$ cat config.mk
export PLATFORM = sky130hd
export DESIGN_NAME = smartcargo_queue_scheduler_flat
export DESIGN_NICKNAME = d
export VERILOG_FILES = /design/src/rtl/smartcargo_queue_scheduler_if.sv /design/src/rtl/smartcargo_queue_scheduler.sv /design/src/flat_wrapper.sv
export SDC_FILE = /design/constraint.sdc
export NUM_CORES = 1
export LEC_CHECK = 0
export ABC_AREA = 0
export ABC_CLOCK_PERIOD_IN_PS = 3800
export BUFFER_PORTS_ARGS = -buffer_cell sky130_fd_sc_hd__buf_2
export CAP_MARGIN = 20
export CORE_UTILIZATION = 25
export CTS_CLUSTER_DIAMETER = 40
export DETAILED_ROUTE_END_ITERATION = 6
export GPL_ROUTABILITY_DRIVEN = 0
export HOLD_SLACK_MARGIN = 0.02
export SLEW_MARGIN = 25
export SYNTH_ARGS = -nofsm -noshare
export SYNTH_HDL_FRONTEND = slang
export SYNTH_SLANG_ARGS = --single-unit
$ cat constraint.sdc
create_clock -name clk -period 3.8 [get_ports clk]
set_clock_uncertainty 0.1 [all_clocks]
set_input_delay 0.19 -clock clk [delete_from_list [all_inputs] [get_ports clk]]
set_output_delay 0.19 -clock clk [all_outputs]
set_load 0.1 [all_outputs]
$ cat src/rtl/smartcargo_queue_scheduler_if.sv
// SmartCargo request handshake between a request source and the scheduler.
// The master drives the request fields; the slave answers with req_ready.
interface smartcargo_queue_scheduler_if;
   logic       req_valid;
   logic       req_ready;
   logic [1:0] req_tipo;
   logic [1:0] req_origem;
   logic [1:0] req_destino;

   modport master (
      output req_valid,
      output req_tipo,
      output req_origem,
      output req_destino,
      input  req_ready
   );

   modport slave (
      input  req_valid,
      input  req_tipo,
      input  req_origem,
      input  req_destino,
      output req_ready
   );
endinterface

$ cat src/rtl/smartcargo_queue_scheduler.sv
// SmartCargo queue scheduler: scans queued destinations, issues one fit/append.
// Optional SCHED_STATS_EN adds saturating fit/append strobe counters.
module smartcargo_queue_scheduler #(
   parameter int DEPTH = 16,
   parameter int AW    = 4
) (
   input  logic                 clk,
   input  logic                 clear_n,
   smartcargo_queue_scheduler_if.slave req,
   input  logic                 queue_shift,
   input  logic [1:0]           ram_dest_cur,
   input  logic [1:0]           ram_dest_prev,
   output logic [AW-1:0]        addr_sec,
   output logic [AW-1:0]        addr_sec_prev,
   output logic [1:0]           out_tipo,
   output logic [1:0]           out_origem,
   output logic [1:0]           out_destino,
   output logic                 we_top,
   output logic                 fit,
   output logic [AW:0]          count,
   output logic                 busy
`ifdef SCHED_STATS_EN
   ,
   output logic [7:0]           stat_fit,
   output logic [7:0]           stat_append
`endif
);

   typedef enum logic [1:0] {
      IDLE,
      SCAN,
      COMMIT_FIT,
      COMMIT_APPEND
   } state_t;

   localparam logic [AW:0]   FULL  = (AW+1)'(DEPTH);
   localparam logic [AW:0]   ONE   = (AW+1)'(1);
   localparam logic [AW-1:0] K_ONE = AW'(1);

   state_t          state;
   state_t          state_nxt;
   logic [AW-1:0]   k;
   logic [AW-1:0]   k_nxt;
   logic [AW:0]     cnt_nxt;
   logic [AW:0]     cnt_dec;
   logic [AW:0]     cnt_post;
   logic            accept;
   logic            zero_req;
   logic            shift_eff;
   logic            between;
   logic            last;

   assign req.req_ready = (state == IDLE) && (count < FULL);
   assign accept    = req.req_valid && req.req_ready;
   assign zero_req  = (req.req_tipo == 2'd0) && (req.req_origem == 2'd0)
                    && (req.req_destino == 2'd0);
   assign shift_eff = queue_shift && (count != '0);
   assign cnt_dec   = count - ONE;
   assign cnt_post  = shift_eff ? cnt_dec : count;
   assign between   = ((ram_dest_prev < out_origem) && (out_origem < ram_dest_cur))
                   || ((ram_dest_prev > out_origem) && (out_origem > ram_dest_cur));
   assign last      = ({1'b0, k} >= cnt_dec);

   assign busy          = (state != IDLE);
   assign addr_sec      = ((state == SCAN) || (state == COMMIT_FIT)) ? k : '0;
   assign addr_sec_prev = (state == SCAN) ? (k - K_ONE) : '0;

   // Next state, scan index and commit strobes; a pop during commit retries the scan.
   always_comb begin
      state_nxt = state;
      k_nxt     = k;
      fit       = 1'b0;
      we_top    = 1'b0;
      unique case (state)
         IDLE: begin
            if (accept && !zero_req) begin
               k_nxt     = K_ONE;
               state_nxt = (cnt_post <= ONE) ? COMMIT_APPEND : SCAN;
            end
         end
         SCAN: begin
            if (shift_eff) begin
               k_nxt     = K_ONE;
               state_nxt = (cnt_dec <= ONE) ? COMMIT_APPEND : SCAN;
            end else if (count <= ONE) begin
               state_nxt = COMMIT_APPEND;
            end else if (between) begin
               state_nxt = COMMIT_FIT;
            end else if (last) begin
               state_nxt = COMMIT_APPEND;
            end else begin
               k_nxt = k + K_ONE;
            end
         end
         COMMIT_FIT: begin
            if (shift_eff) begin
               k_nxt     = K_ONE;
               state_nxt = SCAN;
            end else begin
               fit       = 1'b1;
               state_nxt = IDLE;
            end
         end
         COMMIT_APPEND: begin
            if (shift_eff) begin
               k_nxt     = K_ONE;
               state_nxt = SCAN;
            end else begin
               we_top    = 1'b1;
               state_nxt = IDLE;
            end
         end
         default: state_nxt = IDLE;
      endcase
   end

   // Occupancy: +1 per issued strobe, -1 per pop of a non-empty queue.
   always_comb begin
      cnt_nxt = count;
      if (fit || we_top) begin
         cnt_nxt = count + ONE;
      end else if (shift_eff) begin
         cnt_nxt = cnt_dec;
      end
   end

   // FSM, scan index and occupancy registers.
   always_ff @(posedge clk or negedge clear_n) begin
      if (!clear_n) begin
         state <= IDLE;
         k     <= '0;
         count <= '0;
      end else begin
         state <= state_nxt;
         k     <= k_nxt;
         count <= cnt_nxt;
      end
   end

   // Hold the accepted request fields on the RAM data inputs.
   always_ff @(posedge clk or negedge clear_n) begin
      if (!clear_n) begin
         out_tipo    <= '0;
         out_origem  <= '0;
         out_destino <= '0;
      end else if (accept) begin
         out_tipo    <= req.req_tipo;
         out_origem  <= req.req_origem;
         out_destino <= req.req_destino;
      end
   end

`ifdef SCHED_STATS_EN
   // Saturating counters of strobes actually issued to the RAM.
   always_ff @(posedge clk or negedge clear_n) begin
      if (!clear_n) begin
         stat_fit    <= '0;
         stat_append <= '0;
      end else begin
         if (fit && (stat_fit != 8'hFF)) begin
            stat_fit <= stat_fit + 8'd1;
         end
         if (we_top && (stat_append != 8'hFF)) begin
            stat_append <= stat_append + 8'd1;
         end
      end
   end
`endif

endmodule
$ cat src/flat_wrapper.sv
// flat-port wrapper written by rule: the top's interface ports become plain ports
module smartcargo_queue_scheduler_flat 
#(
   parameter int DEPTH = 16,
   parameter int AW    = 4
)
  (clk, clear_n, queue_shift, ram_dest_cur, ram_dest_prev, addr_sec, addr_sec_prev, out_tipo, out_origem, out_destino, we_top, fit, count, busy, req_req_valid, req_req_tipo, req_req_origem, req_req_destino, req_req_ready);
  smartcargo_queue_scheduler_if req_i ();
  input  logic clk;
  input  logic clear_n;
  input  logic queue_shift;
  input  logic [1:0] ram_dest_cur;
  input  logic [1:0] ram_dest_prev;
  output logic [AW-1:0] addr_sec;
  output logic [AW-1:0] addr_sec_prev;
  output logic [1:0] out_tipo;
  output logic [1:0] out_origem;
  output logic [1:0] out_destino;
  output logic we_top;
  output logic fit;
  output logic [AW:0] count;
  output logic busy;
  input wire logic [$bits(req_i.req_valid)-1:0] req_req_valid;
  input wire logic [$bits(req_i.req_tipo)-1:0] req_req_tipo;
  input wire logic [$bits(req_i.req_origem)-1:0] req_req_origem;
  input wire logic [$bits(req_i.req_destino)-1:0] req_req_destino;
  output wire logic [$bits(req_i.req_ready)-1:0] req_req_ready;
  assign req_i.req_valid = req_req_valid;
  assign req_i.req_tipo = req_req_tipo;
  assign req_i.req_origem = req_req_origem;
  assign req_i.req_destino = req_req_destino;
  assign req_req_ready = req_i.req_ready;
  smartcargo_queue_scheduler #(.DEPTH(DEPTH), .AW(AW)) u_core (.clk(clk), .clear_n(clear_n), .req(req_i), .queue_shift(queue_shift), .ram_dest_cur(ram_dest_cur), .ram_dest_prev(ram_dest_prev), .addr_sec(addr_sec), .addr_sec_prev(addr_sec_prev), .out_tipo(out_tipo), .out_origem(out_origem), .out_destino(out_destino), .we_top(we_top), .fit(fit), .count(count), .busy(busy));
endmodule
==> results.yml, run 1 <==
job:
  cap_violations: 0
setup_path:
  crit_slowest_cell: "dfrtp_1"
  cp_cell_sequence: "inv_1 > ha_1 > xnor2_1 > ha_1 > a21oi_1 > o21ai_0 > maj3_2 > a211oi_1 > o21ai_0 > a22o_1"
  r2r_start: "u_core.count[0]$_DFF_PN0_"
  cpLargestDelayFamily: "adder cells"
  path_class: "flop to flop"
  slowest_delay_ns: 0.54
  critical_path_buf_inv_count: 1
  crit_arrival_ns: 3.00
  cp-startpoint: "u_core.count[0]$_DFF_PN0_"
  cp_max_fo: 10
  crit_required_ns: 3.85
  worstSetupEndpointType: "flop"
  critPathLaunchType: "flop"
sta:
  tns_ns: 0
  finalCriticalPeriod_ns: 2.952
  max_slew_margin_pct: 66.42
  finalSetupViolCount: 0
  slew_violations: 0
  final.period_utilization_pct: 77.70
  fmax_ghz: 0.3387
  rsz0062_at_grt: "no"
  worst_slew_pin_slew_ns: 0.5037
  hold_violations: 0
cells_and_area:
  fin_area_mm2: 0.001777
  num-nets-final: 234
  nFillCells: 625
  final_cell_mix: "36 x buf_2, 19 x ha_1, 17 x dfrtp_1"
  layout-drive-gt1-share_pct: 26.50
  diodes: 0
  syn_to_final_growth_pct: 20.24
  final_common_cell: "buf_2"
logic_synthesis:
  synth.yosys.seq_area_share_pct: 28.79
  syn_area_per_cell_um2: 9.010
  ys_async_sr_fraction_pct: 100.0
  ys_ff_latch: 17
  netlist_area_mm2: 0.001478
  synth.top_cell.area_share_pct: 28.79
  synth_edf_count: 0
  synth_ff_type: "dfrtp_1"
  synthDistinctLibCells: 44
  synth_area_leaders: "dfrtp_1 29%, ha_1 16%, mux2_2 4.6%, and2_1 3.8%, xnor2_1 3.6%"
  synth_fp_nets: 197
  syn_inst: 164
  synth_top_area_cell: "dfrtp_1"
  ys_warn_count: 0
clocking:
  cts_tree: "built"
  clkSinkCount: 17
  cts.htree.levels: 1
  cts-resized-gates: 0
  cts_made_buffers: 3
  cts_root_buf: "clkbuf_8"
  clock_latency_ns: 0.26
  clk_path_buf_depth: 2
  path_clk_slew_ns: 0.08
global_route:
  antenna_found_initial: 0
  grt_pass1_vias: 1234
  grt_pass1_wl_mm: 5.906
  grtUsageTotal_pct: 12.26
  gr-total-overflow: 0
  grt_max_degree: 18
place:
  dpl_cell_area_mm2: 0.001718
  place_hpwl_mm: 2.779
  port_buffers: 36
route:
  wl_mm: 3.520
  drc: 0
  drt_iter0_drc: 56
  viasPerCell: 4.779
  ant_nets: 0
  num_vias: 1300
  wire_per_inst_um: 12.94
  firstDrtPassIters: 4
floorplan:
  start_util_pct: 26.35
  die_w_um: 78.88
  io_pins: 37
  die_height_um: 78.88
  placementRows: 27
  core_mm2: 0.005608
  die_area_mm2: 0.006222
outcome:
  status: "finished clean"
hold_path:
  min_from: "req_req_origem[0]"
  hp-class: "input pin to flop"
path summary, 6_finish.rpt:
| kind | cells past startpoint | end | slack, ns |
|---|---|---|---|
| setup / recovery | 10 | u_core.k[2]$_DFFE_PN0P_ | 0.85 |
| hold / removal | 2 | u_core.out_origem[0]$_DFFE_PN0P_ | 0.08 |
| setup reg to reg | 10 | u_core.k[2]$_DFFE_PN0P_ | 0.85 |
| hold reg to reg | 1 | u_core.out_destino[1]$_DFFE_PN0P_ | 0.42 |
| max in group asynchronous | 2 | u_core.k[2]$_DFFE_PN0P_ | 3.02 |
| min in group asynchronous | 2 | u_core.out_origem[0]$_DFFE_PN0P_ | 0.29 |
registers in the layout (all words and copies together) (netlist names):
signal and cells:
u_core.count 5, u_core.k 4, u_core.out_destino 2, u_core.out_origem 2, u_core.out_tipo 2, u_core.state 2
Yosys cell counts (all sizes together), types with 6 or more instances:
| cell | n |
|---|---|
| ha | 19 |
| dfrtp | 17 |
| inv | 13 |
| nand2 | 11 |
| nor2 | 11 |
| a21oi | 10 |
| o21ai | 10 |
| and2 | 9 |
| mux2 | 7 |
| nor2b | 6 |
| xnor2 | 6 |
kinds of logic after synthesis:
kind of cell	share of synthesized area, %
flops	28.79
fa+ha+maj	16.85
xor+xnor	5.335
simple gates	19.56
buf+inv	5.842
compound gates	16.68
mux	6.943
area by class of cell:
class,count,area (um^2),area share (%)
Sequential cell,17,425.4,23.94
Tap cell,72,90.09,5.070
Clock inverter,1,7.507,0.4225
Multi-Input combinational cell,128,965.9,54.37
Inverter,13,48.80,2.746
Clock buffer,3,41.29,2.324
Timing Repair Buffer,38,197.7,11.13
through the flow:
| stage | instances | utilization, % | worst slack (ns) | hold WS [ns] |
|---|---|---|---|---|
| 6_report | 272 | 31.68 | 0.8475 | 0.07691 |
| 2_1_floorplan | 164 | - | 0.3393 | -0.2056 |
| 3_5_place_dp | 267 | 30.63 | 0.8826 | 0.04525 |
| 4_1_cts | 272 | 31.68 | 0.8494 | 0.07374 |
| 3_3_place_gp | 267 | 30.63 | 1.011 | 0.04438 |
| 5_1_grt | 272 | 31.68 | 0.6555 | 0.07292 |
what timing repair did:
action / in CTS / in global routing
setup buffers: 0 / 0
endpoints found under the hold margin: 17 / 0
hold buffers: 1 / 0
layer usage:
metal	share of wire, %	GRT usage (%)
met1	49	15.66
met2	46	20.26
met3	3.2	2.299
met4	1.3	4.909
met5	0	0
Power of run 1 is not shown: default switching activity piles up to over one toggle a cycle in this logic, so the estimate is an artifact.
==> inputs of run 2 (changes only) <==
--- a/config.mk
+++ b/config.mk
@@ -6,7 +6,7 @@
 export NUM_CORES = 1
 export LEC_CHECK = 0
 export ABC_AREA = 0
-export ABC_CLOCK_PERIOD_IN_PS = 3800
+export ABC_CLOCK_PERIOD_IN_PS = 3100
 export BUFFER_PORTS_ARGS = -buffer_cell sky130_fd_sc_hd__buf_2
 export CAP_MARGIN = 20
 export CORE_UTILIZATION = 25
==> constraint.sdc (replaced) <==
create_clock -name clk -period 3.1 [get_ports clk]
set_clock_uncertainty 0.1 [all_clocks]
set_input_delay 0.155 -clock clk [delete_from_list [all_inputs] [get_ports clk]]
set_output_delay 0.155 -clock clk [all_outputs]
set_load 0.1 [all_outputs]
==> run 2 against run 1 <==
Global-route usage is 0.11 points higher. Final area is 0.56% higher. Utilization is 0.18 points higher. Sequential share of layout area hardly changed. Count of clock-buffer cells in the layout stayed put. Worst setup slack worse by 0.50 ns. Flip-flop and latch count stayed put. Register-to-register slack worse by 0.50 ns. Die area stayed put. First-iteration DRC count is 13% lower. Critical path type unchanged. Largest cell class unchanged. Highest routed layer unchanged.
==> results.yml, run 2 (synthesis gave the netlist of run 1 again) <==
floorplan:
  io_pins: 37
  die_height_um: 78.88
  placementRows: 27
  die_w_um: 78.88
  core_mm2: 0.005608
  start_util_pct: 26.35
  die_area_mm2: 0.006222
cells_and_area:
  fin_cells: 273
  layout-drive-gt1-share_pct: 28.36
  largest_register_ffs: 5
  top_register: "u_core.count"
  top_regs: "u_core.count x5, u_core.k x4"
  final_cell_mix: "36 x buf_2, 19 x ha_1, 15 x dfrtp_1"
  diodes: 0
  num-nets-final: 235
  final_common_cell: "buf_2"
  nFillCells: 617
  syn_to_final_growth_pct: 20.91
hold_path:
  hp-class: "input pin to flop"
clocking:
  cts_made_buffers: 3
  cts_tree: "built"
  clkSinkCount: 17
  path_clk_slew_ns: 0.07
  cts.htree.levels: 1
  clock_latency_ns: 0.26
  cts-resized-gates: 0
  clk_path_buf_depth: 2
  cts_root_buf: "clkbuf_8"
setup_path:
  cp_cell_sequence: "inv_1 > ha_1 > xnor2_1 > ha_1 > a21oi_1 > o21ai_0 > maj3_2 > a21oi_4 > a41oi_1 > a221o_1"
  crit_required_ns: 3.14
  crit_top_cell: "ha_1"
  path_class: "flop to flop"
  crit_arrival_ns: 2.80
  crit_slowest_cell: "dfrtp_2"
  r2r_slack_ns: 0.34
  worstSetupEndpointType: "flop"
  critPathLaunchType: "flop"
  slowest_delay_ns: 0.47
  cp_max_fo: 10
outcome:
  status: "finished clean"
sta:
  holdWs_ns: 0.04223
  max_slew_margin_pct: 66.26
  slew_violations: 0
  finalCriticalPeriod_ns: 2.756
  final.period_utilization_pct: 88.91
  hold_violations: 0
  worst_slew_pin_slew_ns: 0.5028
  rsz0062_at_grt: "no"
  fmax_ghz: 0.3628
  fin_ws_ns: 0.3438
  finalSetupViolCount: 0
  tns_ns: 0
global_route:
  grtUsageTotal_pct: 12.36
  grt_pass1_wl_mm: 6.085
  grt_pass1_vias: 1277
  antenna_found_initial: 0
  grt_max_degree: 18
  gr-total-overflow: 0
place:
  dp_cells: 268
  port_buffers: 36
  pre_cts_ws_ns: 0.3622
  place_hpwl_mm: 2.749
route:
  ant_nets: 0
  drt_iter0_drc: 49
  firstDrtPassIters: 4
  wire_per_inst_um: 12.92
  wl_mm: 3.526
  viasPerCell: 4.766
  drc: 0
  num_vias: 1301
job:
  cap_violations: 0
[run 2: changes by cell type in the layout (fill, tap and decap cells not counted)]
| cell | before | now |
|---|---|---|
| dfrtp_1 | 17 | 15 |
| nor2_2 | 0 | 1 |
| clkinv_2 | 0 | 1 |
| buf_4 | 1 | 2 |
| nor2_1 | 11 | 10 |
| clkinvlp_4 | 1 | 0 |
| dfrtp_2 | 0 | 2 |
[run 2: worst max-delay path, delay by kind of cell (launching register included)]
kind                     cells  cell delay [ns]
AO/OA/AOI/OAI                5             0.83
XOR/XNOR                     1             0.21
adder cells (fa/ha/maj)      3             0.90
buffers and inverters        1             0.12
flip-flops                   1             0.47
[run 2: metrics by stage]
stage,utilization [%],instance area [um^2]
finish,31.86,1787
global route,31.86,1787
CTS,31.86,1787
detailed placement,30.86,1730
global placement,30.86,1730
floorplan,-,1483
[run 2: timing repair]
action	in CTS	in global routing
endpoints found under the hold margin	17	0
buffers inserted	0	0
hold buffers	1	0
endpoints found under the setup margin	0	0
[run 2: cell type report]
cell class / count / area, um^2 / share of cell area, %
Sequential cell: 17 / 427.9 / 23.95
Clock buffer: 3 / 41.29 / 2.311
Timing Repair Buffer: 39 / 205.2 / 11.48
Multi-Input combinational cell: 128 / 968.4 / 54.20
Tap cell: 72 / 90.09 / 5.042
Inverter: 13 / 48.80 / 2.731
Clock inverter: 1 / 5.005 / 0.2801
[run 2: worst paths after layout]
path / from / to / cells past startpoint
max in group asynchronous: clear_n / u_core.count[0]$_DFF_PN0_ / 2
worst min register to register: u_core.out_destino[0]$_DFFE_PN0P_ / u_core.out_destino[0]$_DFFE_PN0P_ / 1
worst min-delay path: req_req_origem[1] / u_core.out_origem[1]$_DFFE_PN0P_ / 2
min in group asynchronous: clear_n / u_core.k[1]$_DFFE_PN0P_ / 2
worst max-delay path: u_core.count[0]$_DFF_PN0_ / u_core.k[3]$_DFFE_PN0P_ / 10
worst max register to register: u_core.count[0]$_DFF_PN0_ / u_core.k[3]$_DFFE_PN0P_ / 10
[run 2: layer usage]
layer	track usage (%)	routed length (um)	vias to the layer above	share of wire [%]
met3	1.494	121	7	3.4
met2	19.74	1565	42	44
met5	0	0	-	0
met4	5.455	69	0	2.0
met1	16.68	1769	599	50
li1	-	-	653	-
Power of run 2 is left out for the same reason.
==> inputs of run 3 (changes only) <==
--- a/config.mk
+++ b/config.mk
@@ -14,6 +14,7 @@
 export DETAILED_ROUTE_END_ITERATION = 6
 export GPL_ROUTABILITY_DRIVEN = 0
 export HOLD_SLACK_MARGIN = 0.02
+export PLACE_DENSITY_LB_ADDON = 0.12
 export SLEW_MARGIN = 25
 export SYNTH_ARGS = -nofsm -noshare
 export SYNTH_HDL_FRONTEND = slang
==> run 3 against run 2 <==
Worst setup slack got worse by 0.048 ns. Cell count unchanged. Critical path depth fell by 4. Fmax is 1.7% lower. Final area increased by 0.14%. Utilization hardly changed. Via count decreased by 2.1%. Sequential share of layout area barely moved. Count of clock-buffer cells in the layout is the same. Hold slack got worse by 0.0021 ns. Global-route usage grew 0.98 points. Critical endpoint is now we_top.
==> results.yml, run 3 (synthesis gave the netlist of run 1 again) <==
outcome:
  status: "finished clean"
global_route:
  globalRouteMet1Util_pct: 18.94
  grtUsageMet3_pct: 1.839
  antenna_found_initial: 0
  gr-total-overflow: 0
  grt_util_met2_pct: 21.22
  grt_max_degree: 18
  grt_pass1_wl_mm: 6.361
  grtUsageTotal_pct: 13.34
  grt_pass1_vias: 1265
  busiest_layer: "met2"
clocking:
  clock_latency_ns: 0.26
  cts-resized-gates: 0
  cts.htree.levels: 1
  cts_made_buffers: 3
  clkSinkCount: 17
  cts_tree: "built"
  ctsHoldBuffers: 1
  path_clk_slew_ns: 0.08
  cts_root_buf: "clkbuf_8"
  cts_setup_buffers: 0
  clk_path_buf_depth: 2
floorplan:
  die_height_um: 78.88
  placementRows: 27
  die_w_um: 78.88
  die_area_mm2: 0.006222
  core_mm2: 0.005608
  io_pins: 37
  start_util_pct: 26.35
sta:
  hold_violations: 0
  fmax_ghz: 0.3566
  max_slew_margin_pct: 63.33
  tns_ns: 0
  slew_violations: 0
  rsz0062_at_grt: "no"
  worst_slew_pin_slew_ns: 0.5464
  final.period_utilization_pct: 90.47
  finalCriticalPeriod_ns: 2.805
  finalSetupViolCount: 0
route:
  wire_per_inst_um: 13.77
  drc: 0
  num_vias: 1274
  drt_iter0_drc: 50
  wl_mm: 3.759
  viasPerCell: 4.667
  ant_nets: 0
  firstDrtPassIters: 4
cells_and_area:
  largest_register_ffs: 5
  nFillCells: 635
  top_regs: "u_core.count x5, u_core.k x4"
  final_common_cell: "buf_2"
  top_register: "u_core.count"
  layout-drive-gt1-share_pct: 28.36
  diodes: 0
  final_cell_mix: "36 x buf_2, 19 x ha_1, 15 x dfrtp_1"
  num-nets-final: 235
  syn_to_final_growth_pct: 21.08
setup_path:
  crit_required_ns: 2.84
  critPathLaunchType: "flop"
  r2r_end: "u_core.k[3]$_DFFE_PN0P_"
  worstSetupEndpointType: "output pin"
  r2r_start: "u_core.count[0]$_DFF_PN0_"
  path_class: "flop to output pin"
  r2r_slack_ns: 0.31
  crit_arrival_ns: 2.55
  r2r_cells: 10
  cp_max_fo: 10
hold_path:
  hold_path_depth: 2
  min_from: "req_req_destino[1]"
  hp-class: "input pin to flop"
  min_to: "u_core.out_destino[1]$_DFFE_PN0P_"
job:
  cap_violations: 0
place:
  place_hpwl_mm: 2.969
  port_buffers: 36
-- run 3: worst max-delay path by stage --
stage	from	endpoint	slack [ns]	cells after the start
after floorplan	u_core.count[2]$_DFF_PN0_	u_core.state[1]$_DFFE_PN0P_	0.04	9
after global placement	u_core.count[0]$_DFF_PN0_	u_core.k[3]$_DFFE_PN0P_	0.40	10
after detailed placement	u_core.count[0]$_DFF_PN0_	u_core.k[3]$_DFFE_PN0P_	0.31	10
after CTS	u_core.count[0]$_DFF_PN0_	we_top	0.27	6
after global routing	u_core.count[1]$_DFF_PN0_	u_core.k[2]$_DFFE_PN0P_	0.03	10
final	u_core.count[0]$_DFF_PN0_	we_top	0.30	6
-- run 3: cell type report --
class / instances / area, um^2 / share of cell area [%]
Multi-Input combinational cell: 128 / 968.4 / 54.13
Sequential cell: 17 / 427.9 / 23.92
Timing Repair Buffer: 39 / 205.2 / 11.47
Tap cell: 72 / 90.09 / 5.035
Inverter: 13 / 48.80 / 2.727
Clock buffer: 3 / 41.29 / 2.308
Clock inverter: 1 / 7.507 / 0.4196
-- run 3: routing by layer --
metal | routed length, um | up-vias
met5 | 0 | -
met4 | 23 | 0
met3 | 124 | 2
met2 | 1710 | 21
li1 | - | 646
met1 | 1901 | 605
-- run 3: per-stage QoR --
stage                     worst slack, ns  hold slack [ns]  cell area (um^2)  util [%]  cells
after detailed placement           0.3054          0.03010              1730     30.86    268
final                              0.2954          0.04014              1789     31.91    273
after global placement             0.3993          0.04029              1730     30.86    268
after floorplan                   0.04190          -0.2406              1483         -    164
after global routing              0.02545          0.03277              1789     31.91    273
after CTS                          0.2740          0.03462              1789     31.91    273
-- run 3: worst max-delay path, cell delays in order (launching register included) --
cell,delay (ns)
dfrtp_2,0.49
inv_1,0.16
ha_1,0.16
or3b_1,0.38
o21ai_1,0.46
and2_1,0.20
buf_2,0.43
Power of run 3 is left out for the same reason.
